<file path="config.mk">
export PLATFORM = sky130hd
export DESIGN_NAME = pll_lock_supervisor
export DESIGN_NICKNAME = d
export VERILOG_FILES = /design/src/rtl/pll_sup_pkg.sv /design/src/rtl/pll_lock_supervisor_lock_sync.sv /design/src/rtl/pll_lock_supervisor.sv
export SDC_FILE = /design/constraint.sdc
export NUM_CORES = 1
export LEC_CHECK = 0
export CORE_ASPECT_RATIO = 0.8
export CORE_MARGIN = 2
export CORE_UTILIZATION = 51
export DETAILED_ROUTE_END_ITERATION = 10
export PLACE_DENSITY = 0.7
export SLEW_MARGIN = 10
export SYNTH_ARGS = -nofsm -noshare
export SYNTH_HDL_FRONTEND = slang
export SYNTH_HIERARCHICAL = 1
export SYNTH_SLANG_ARGS = --single-unit
</file>
<file path="constraint.sdc">
create_clock -name clk -period 4.5 [get_ports clk]
set_input_delay 0.9 -clock clk [delete_from_list [all_inputs] [get_ports clk]]
set_output_delay 0.9 -clock clk [all_outputs]
set_load 0.02 [all_outputs]
</file>
<file path="src/rtl/pll_sup_pkg.sv">
// Shared types and sizing helpers for the PLL lock supervisor.
package pll_sup_pkg;

  localparam int unsigned MAX_PLL_CH = 7;

  typedef enum logic [2:0] {
    PLLRST    = 3'd0,
    WAIT_LOCK = 3'd1,
    STABLE    = 3'd2,
    RELEASE   = 3'd3,
    RUN       = 3'd4,
    FAULT     = 3'd5
  } pll_state_e;

  // Shared counter must hold the largest terminal count any state uses.
  function automatic int unsigned cnt_width(input int unsigned rst_cycles,
                                            input int unsigned stable_cycles,
                                            input int unsigned timeout_cycles,
                                            input int unsigned stagger_span);
    int unsigned m;
    m = rst_cycles;
    if (stable_cycles > m) m = stable_cycles;
    if (timeout_cycles > m) m = timeout_cycles;
    if (stagger_span > m) m = stagger_span;
    return int'($clog2(m)) + 1;
  endfunction

  function automatic int unsigned retry_width(input int unsigned max_retries);
    return (max_retries == 0) ? 1 : int'($clog2(max_retries + 1));
  endfunction

endpackage

</file>
<file path="src/rtl/pll_lock_supervisor_lock_sync.sv">
// Two-flop synchroniser with a zero reset value; also usable by ch_rst_n consumers.
module lock_sync (
  input  logic clk,
  input  logic rst_n,
  input  logic i_d,
  output logic o_q
);

  logic r_meta;

  always_ff @(posedge clk) begin
    if (!rst_n) begin
      r_meta <= 1'b0;
      o_q    <= 1'b0;
    end else begin
      r_meta <= i_d;
      o_q    <= r_meta;
    end
  end

endmodule

</file>
<file path="src/rtl/pll_lock_supervisor.sv">
// PLL reset sequencing, lock qualification, staggered per-domain reset release,
// bounded retry with a sticky fault.
module pll_lock_supervisor
  import pll_sup_pkg::*;
#(
  parameter int unsigned NUM_CH       = 3,
  parameter int unsigned RESET_CYCLES = 16,
  parameter int unsigned LOCK_STABLE  = 1024,
  parameter int unsigned LOCK_TIMEOUT = 65536,
  parameter int unsigned STAGGER      = 16,
  parameter int unsigned MAX_RETRIES  = 3
) (
  input  logic                                 clk,
  input  logic                                 rst_n,
  input  logic                                 pll_lock,
  input  logic                                 restart,
  output logic                                 pll_reset,
  output logic [NUM_CH-1:0]                    ch_rst_n,
  output logic                                 ready,
  output logic                                 fault,
  output logic [retry_width(MAX_RETRIES)-1:0]  retry_count
);

  localparam int unsigned CW = cnt_width(RESET_CYCLES, LOCK_STABLE, LOCK_TIMEOUT,
                                         STAGGER * NUM_CH);
  localparam int unsigned RW = retry_width(MAX_RETRIES);

  localparam logic [CW-1:0] RST_LAST = CW'(RESET_CYCLES - 1);
  localparam logic [CW-1:0] TO_LAST  = CW'(LOCK_TIMEOUT - 1);
  localparam logic [CW-1:0] STB_LAST = CW'(LOCK_STABLE - 1);
  localparam logic [CW-1:0] REL_LAST = CW'((NUM_CH - 1) * STAGGER);
  localparam logic [RW-1:0] MAX_RET  = RW'(MAX_RETRIES);

  if (NUM_CH < 1 || NUM_CH > MAX_PLL_CH) begin : g_bad_num_ch
    $error("pll_lock_supervisor: NUM_CH must be 1..%0d", MAX_PLL_CH);
  end
  if (RESET_CYCLES < 1 || LOCK_STABLE < 1 || LOCK_TIMEOUT < 1 || STAGGER < 1) begin : g_bad_cycles
    $error("pll_lock_supervisor: cycle parameters must be >= 1");
  end

  pll_state_e        r_state;
  pll_state_e        w_state_nxt;
  logic [CW-1:0]     r_cnt;
  logic [CW-1:0]     w_cnt_nxt;
  logic [CW-1:0]     w_cnt_inc;
  logic [RW-1:0]     w_retry_nxt;
  logic              w_retry_req;
  logic              w_lock_s;
  logic              w_pll_reset_nxt;
  logic              w_ready_nxt;
  logic              w_fault_nxt;
  logic [NUM_CH-1:0] w_ch_nxt;

  lock_sync u_lock_sync (
    .clk   (clk),
    .rst_n (rst_n),
    .i_d   (pll_lock),
    .o_q   (w_lock_s)
  );

  assign w_cnt_inc = r_cnt + CW'(1);

  // State, counter and every output are registered together.
  always_ff @(posedge clk) begin
    if (!rst_n) begin
      r_state     <= PLLRST;
      r_cnt       <= '0;
      retry_count <= '0;
      pll_reset   <= 1'b1;
      ch_rst_n    <= '0;
      ready       <= 1'b0;
      fault       <= 1'b0;
    end else begin
      r_state     <= w_state_nxt;
      r_cnt       <= w_cnt_nxt;
      retry_count <= w_retry_nxt;
      pll_reset   <= w_pll_reset_nxt;
      ch_rst_n    <= w_ch_nxt;
      ready       <= w_ready_nxt;
      fault       <= w_fault_nxt;
    end
  end

  // Next state: restart beats lock loss / timeout, which beat count progress.
  always_comb begin
    w_state_nxt = r_state;
    w_cnt_nxt   = r_cnt;
    w_retry_nxt = retry_count;
    w_retry_req = 1'b0;
    if (restart) begin
      w_state_nxt = PLLRST;
      w_cnt_nxt   = '0;
      w_retry_nxt = '0;
    end else begin
      unique case (r_state)
        PLLRST: begin
          if (r_cnt == RST_LAST) begin
            w_state_nxt = WAIT_LOCK;
            w_cnt_nxt   = '0;
          end else begin
            w_cnt_nxt = w_cnt_inc;
          end
        end
        WAIT_LOCK: begin
          if (w_lock_s) begin
            w_state_nxt = STABLE;
            w_cnt_nxt   = '0;
          end else if (r_cnt == TO_LAST) begin
            w_retry_req = 1'b1;
          end else begin
            w_cnt_nxt = w_cnt_inc;
          end
        end
        STABLE: begin
          if (!w_lock_s) begin
            w_state_nxt = WAIT_LOCK;
            w_cnt_nxt   = '0;
          end else if (r_cnt == STB_LAST) begin
            w_state_nxt = (NUM_CH == 1) ? RUN : RELEASE;
            w_cnt_nxt   = '0;
          end else begin
            w_cnt_nxt = w_cnt_inc;
          end
        end
        RELEASE: begin
          if (!w_lock_s) begin
            w_retry_req = 1'b1;
          end else if (w_cnt_inc == REL_LAST) begin
            w_state_nxt = RUN;
            w_cnt_nxt   = '0;
          end else begin
            w_cnt_nxt = w_cnt_inc;
          end
        end
        RUN: begin
          if (!w_lock_s) w_retry_req = 1'b1;
        end
        FAULT: begin
          w_cnt_nxt = '0;
        end
        default: begin
          w_state_nxt = PLLRST;
          w_cnt_nxt   = '0;
        end
      endcase
      if (w_retry_req) begin
        w_cnt_nxt = '0;
        if (retry_count == MAX_RET) begin
          w_state_nxt = FAULT;
        end else begin
          w_state_nxt = PLLRST;
          w_retry_nxt = retry_count + RW'(1);
        end
      end
    end
  end

  // Outputs follow the next state so they appear on the transition edge.
  always_comb begin
    w_pll_reset_nxt = (w_state_nxt == PLLRST) || (w_state_nxt == FAULT);
    w_ready_nxt     = (w_state_nxt == RUN);
    w_fault_nxt     = (w_state_nxt == FAULT);
    w_ch_nxt        = '0;
    if (w_state_nxt == RUN) begin
      w_ch_nxt = '1;
    end else if (w_state_nxt == RELEASE) begin
      for (int unsigned k = 0; k < NUM_CH; k++) begin
        w_ch_nxt[k] = ((k * STAGGER) <= 32'(w_cnt_nxt));
      end
    end
  end

endmodule

</file>
==> metrics.txt <==
worst skew pair latency 0.29 ns; status finished clean; area leader, netlist dfxtp_1; Setup crit end kind flop; largest net degree at the start of global routing 23; GPL Wtd Cong 0.954; GRT Resource Usage Total 24.5%; Critical Path Source r_cnt[0]$_SDFF_PN0_; CTS Root Cell clkbuf_8; Finished Core Util 58.1%; YS warnings 6; Final Skew 0.00543 ns; WP data arrival 4.00 ns; CTS Sinks 30; max_slew headroom 57.3%; post-synth net total 306; final setup fails 0; Port Buffer Count 11; CTS clk-pin slew, worst paths 0.06 ns; commonest non-fill, non-tap cell in the layout nor2_1; Cell Area, Synth 2260 sq um; vias in the first global route 1,991; Hold Slack 0.429 ns; maximum VDD drop 0.182 mV; core area 4230 sq um; synthesis-to-finish area growth 8.68%; Residual DRC 0; Pre-Repair DR Iteration Count 5; Lkg Pwr 0.879 nW; Initial Util 53.5%; RSZ-0062 raised after global routing no; sequential share of the synthesized area 26.5%; Max clock buf depth 2; nets 303; CTS H-tree depth 2; Yosys cell types 70; Antenna diodes 0; hold buffer count at cts 0; Final period util 85.2%; gate count of the mapped netlist 298; share of post-route cells with drive strength above 1 12.2%; Worst R2R End ch_rst_n[1]$_SDFF_PN0_; capture point of the critical path ch_rst_n[1]$_SDFF_PN0_; Hold WC Path Type reg -> reg; ANT nets after route 0; routed vias/inst 6.20; Max Cap Violations 0; Power Density 210 nW/um^2; final WL 5670 um; Num CTS Buffers 5; Worst Setup Start Kind flop; ys flop type dfxtp_1; antenna violations before repair 0; worst path required time 4.67 ns; Routed wire per std cell 16.1 um; TritonCTS clock tree yes; Post-synth EDFFs 0; crit path max fanout 22; Post-DP HPWL 4120 um; Area contributors post-synth dfxtp_1, nor2_1, a21oi_1, o21ai_0, nand2_1; post-synth top area share 26.5%; std cell rows 21; die span in x 78.5 um; critical path type reg -> reg; fmax 0.261 GHz; worst reg2reg path depth 15; reg2reg start r_cnt[0]$_SDFF_PN0_; most frequent cells in the layout nor2_1, dfxtp_1, a21oi_1; Die H 63.6 um; grt ovf 0; max-slew violation count 0; Post-synth ARST share 0%; Avg Inst Size Synth 7.60 sq um; postcts setup bufs 0; R2R Setup Slk 0.67 ns; Worst Tran Pin Value 0.635 ns; first-pass GRT wire length 9580 um; setup tns final 0 ns; final hold vios 0; Die Area 4990 sq um; Via Count 2,187; min cycle time layout 3.83 ns; Post-CTS Resized 0; IO Count 12; synthesized flop and latch total 30; DRT iter0 DRCs 227
-- state kept, by name (all words and copies together) (netlist names) --
register / cells
pll_reset: 1
fault: 1
u_lock_sync/r_meta: 1
u_lock_sync/o_q: 1
r_state: 3
ch_rst_n: 3
r_cnt: 17
ready: 1
retry_count: 2
-- layout make-up --
type	instances	area, sq um
Multi-Input combinational cell	234	1520
Fill cell	400	1770
Clock buffer	6	82.6
Inverter	10	37.5
Sequential cell	30	601
Timing Repair Buffer	14	133
Clock inverter	2	12.5
Tap cell	57	71.3
-- how the worst min path moves through the flow --
stage	startpoint	to	slack, ns	cells past startpoint
5_1_grt	u_lock_sync/r_meta$_SDFF_PN0_	u_lock_sync/o_q$_SDFF_PN0_	0.44	1
3_5_place_dp	u_lock_sync/r_meta$_SDFF_PN0_	u_lock_sync/o_q$_SDFF_PN0_	0.42	1
2_1_floorplan	u_lock_sync/r_meta$_SDFF_PN0_	u_lock_sync/o_q$_SDFF_PN0_	0.41	1
3_3_place_gp	u_lock_sync/r_meta$_SDFF_PN0_	u_lock_sync/o_q$_SDFF_PN0_	0.41	1
4_1_cts	u_lock_sync/r_meta$_SDFF_PN0_	u_lock_sync/o_q$_SDFF_PN0_	0.44	1
6_report	u_lock_sync/r_meta$_SDFF_PN0_	u_lock_sync/o_q$_SDFF_PN0_	0.43	1
-- cell usage after synthesis, drive strengths merged (3+ instances only) --
master and instances:
nor2 35, dfxtp 30, a21oi 23, nand2 21, o21ai 20, clkbuf 15
nand3 12, inv 10, buf 9, nor3 8, or3 8, nor2b 7
nor4 7, and2 6, xnor2 6, a211oi 5, nand4 5, or4 5
a31oi 4, ha 4, o21a 4, o31ai 4, xor2 4, mux2i 3
nand2b 3, o211ai 3
-- per-stage QoR --
step / instances / worst slack [ns] / power [mW] / area (sq um)
6_report: 353 / 0.666 / 0.518 / 2460
2_1_floorplan: 298 / 0.967 / 0.286 / 2260
5_1_grt: 353 / 0.394 / 0.535 / 2460
3_5_place_dp: 345 / 0.749 / 0.292 / 2360
3_3_place_gp: 345 / 0.753 / 0.292 / 2360
4_1_cts: 353 / 0.714 / 0.524 / 2460
-- report_power, final --
| part | switching (mW) | internal (mW) |
|---|---|---|
| Combinational | 0.00937 | 0.00655 |
| Clock | 0.108 | 0.123 |
| Sequential | 0.00335 | 0.267 |
| Total | 0.121 | 0.396 |
-- worst max-delay path, stage by stage (launching register included) --
cell	delay [ns]
dfxtp_1	0.50
ha_1	0.37
nand4_2	0.15
or3_1	0.39
or3_1	0.40
inv_1	0.07
ha_1	0.16
o21ai_0	0.18
o31ai_2	0.25
buf_4	0.30
nor2_1	0.08
a31oi_1	0.20
o311a_2	0.22
a2111oi_4	0.06
a211oi_1	0.29
o31ai_2	0.10
-- per-layer routing --
layer	wire, um	track usage (%)
met1	2880	36.6
met2	2250	33.7
met3	455	5.87
met4	91	8.99
met5	0	0
-- cells by family after synthesis --
group | synth area share [%]
adders and majority gates | 2.21
DFF | 26.5
muxes | 1.82
AOI/OAI and AO/OA | 26.6
buffers and inverters | 6.41
xor gates and xnor gates | 3.87
and+or+nand+nor | 32.6
No activity file was read; power rests on OpenSTA's default activity.
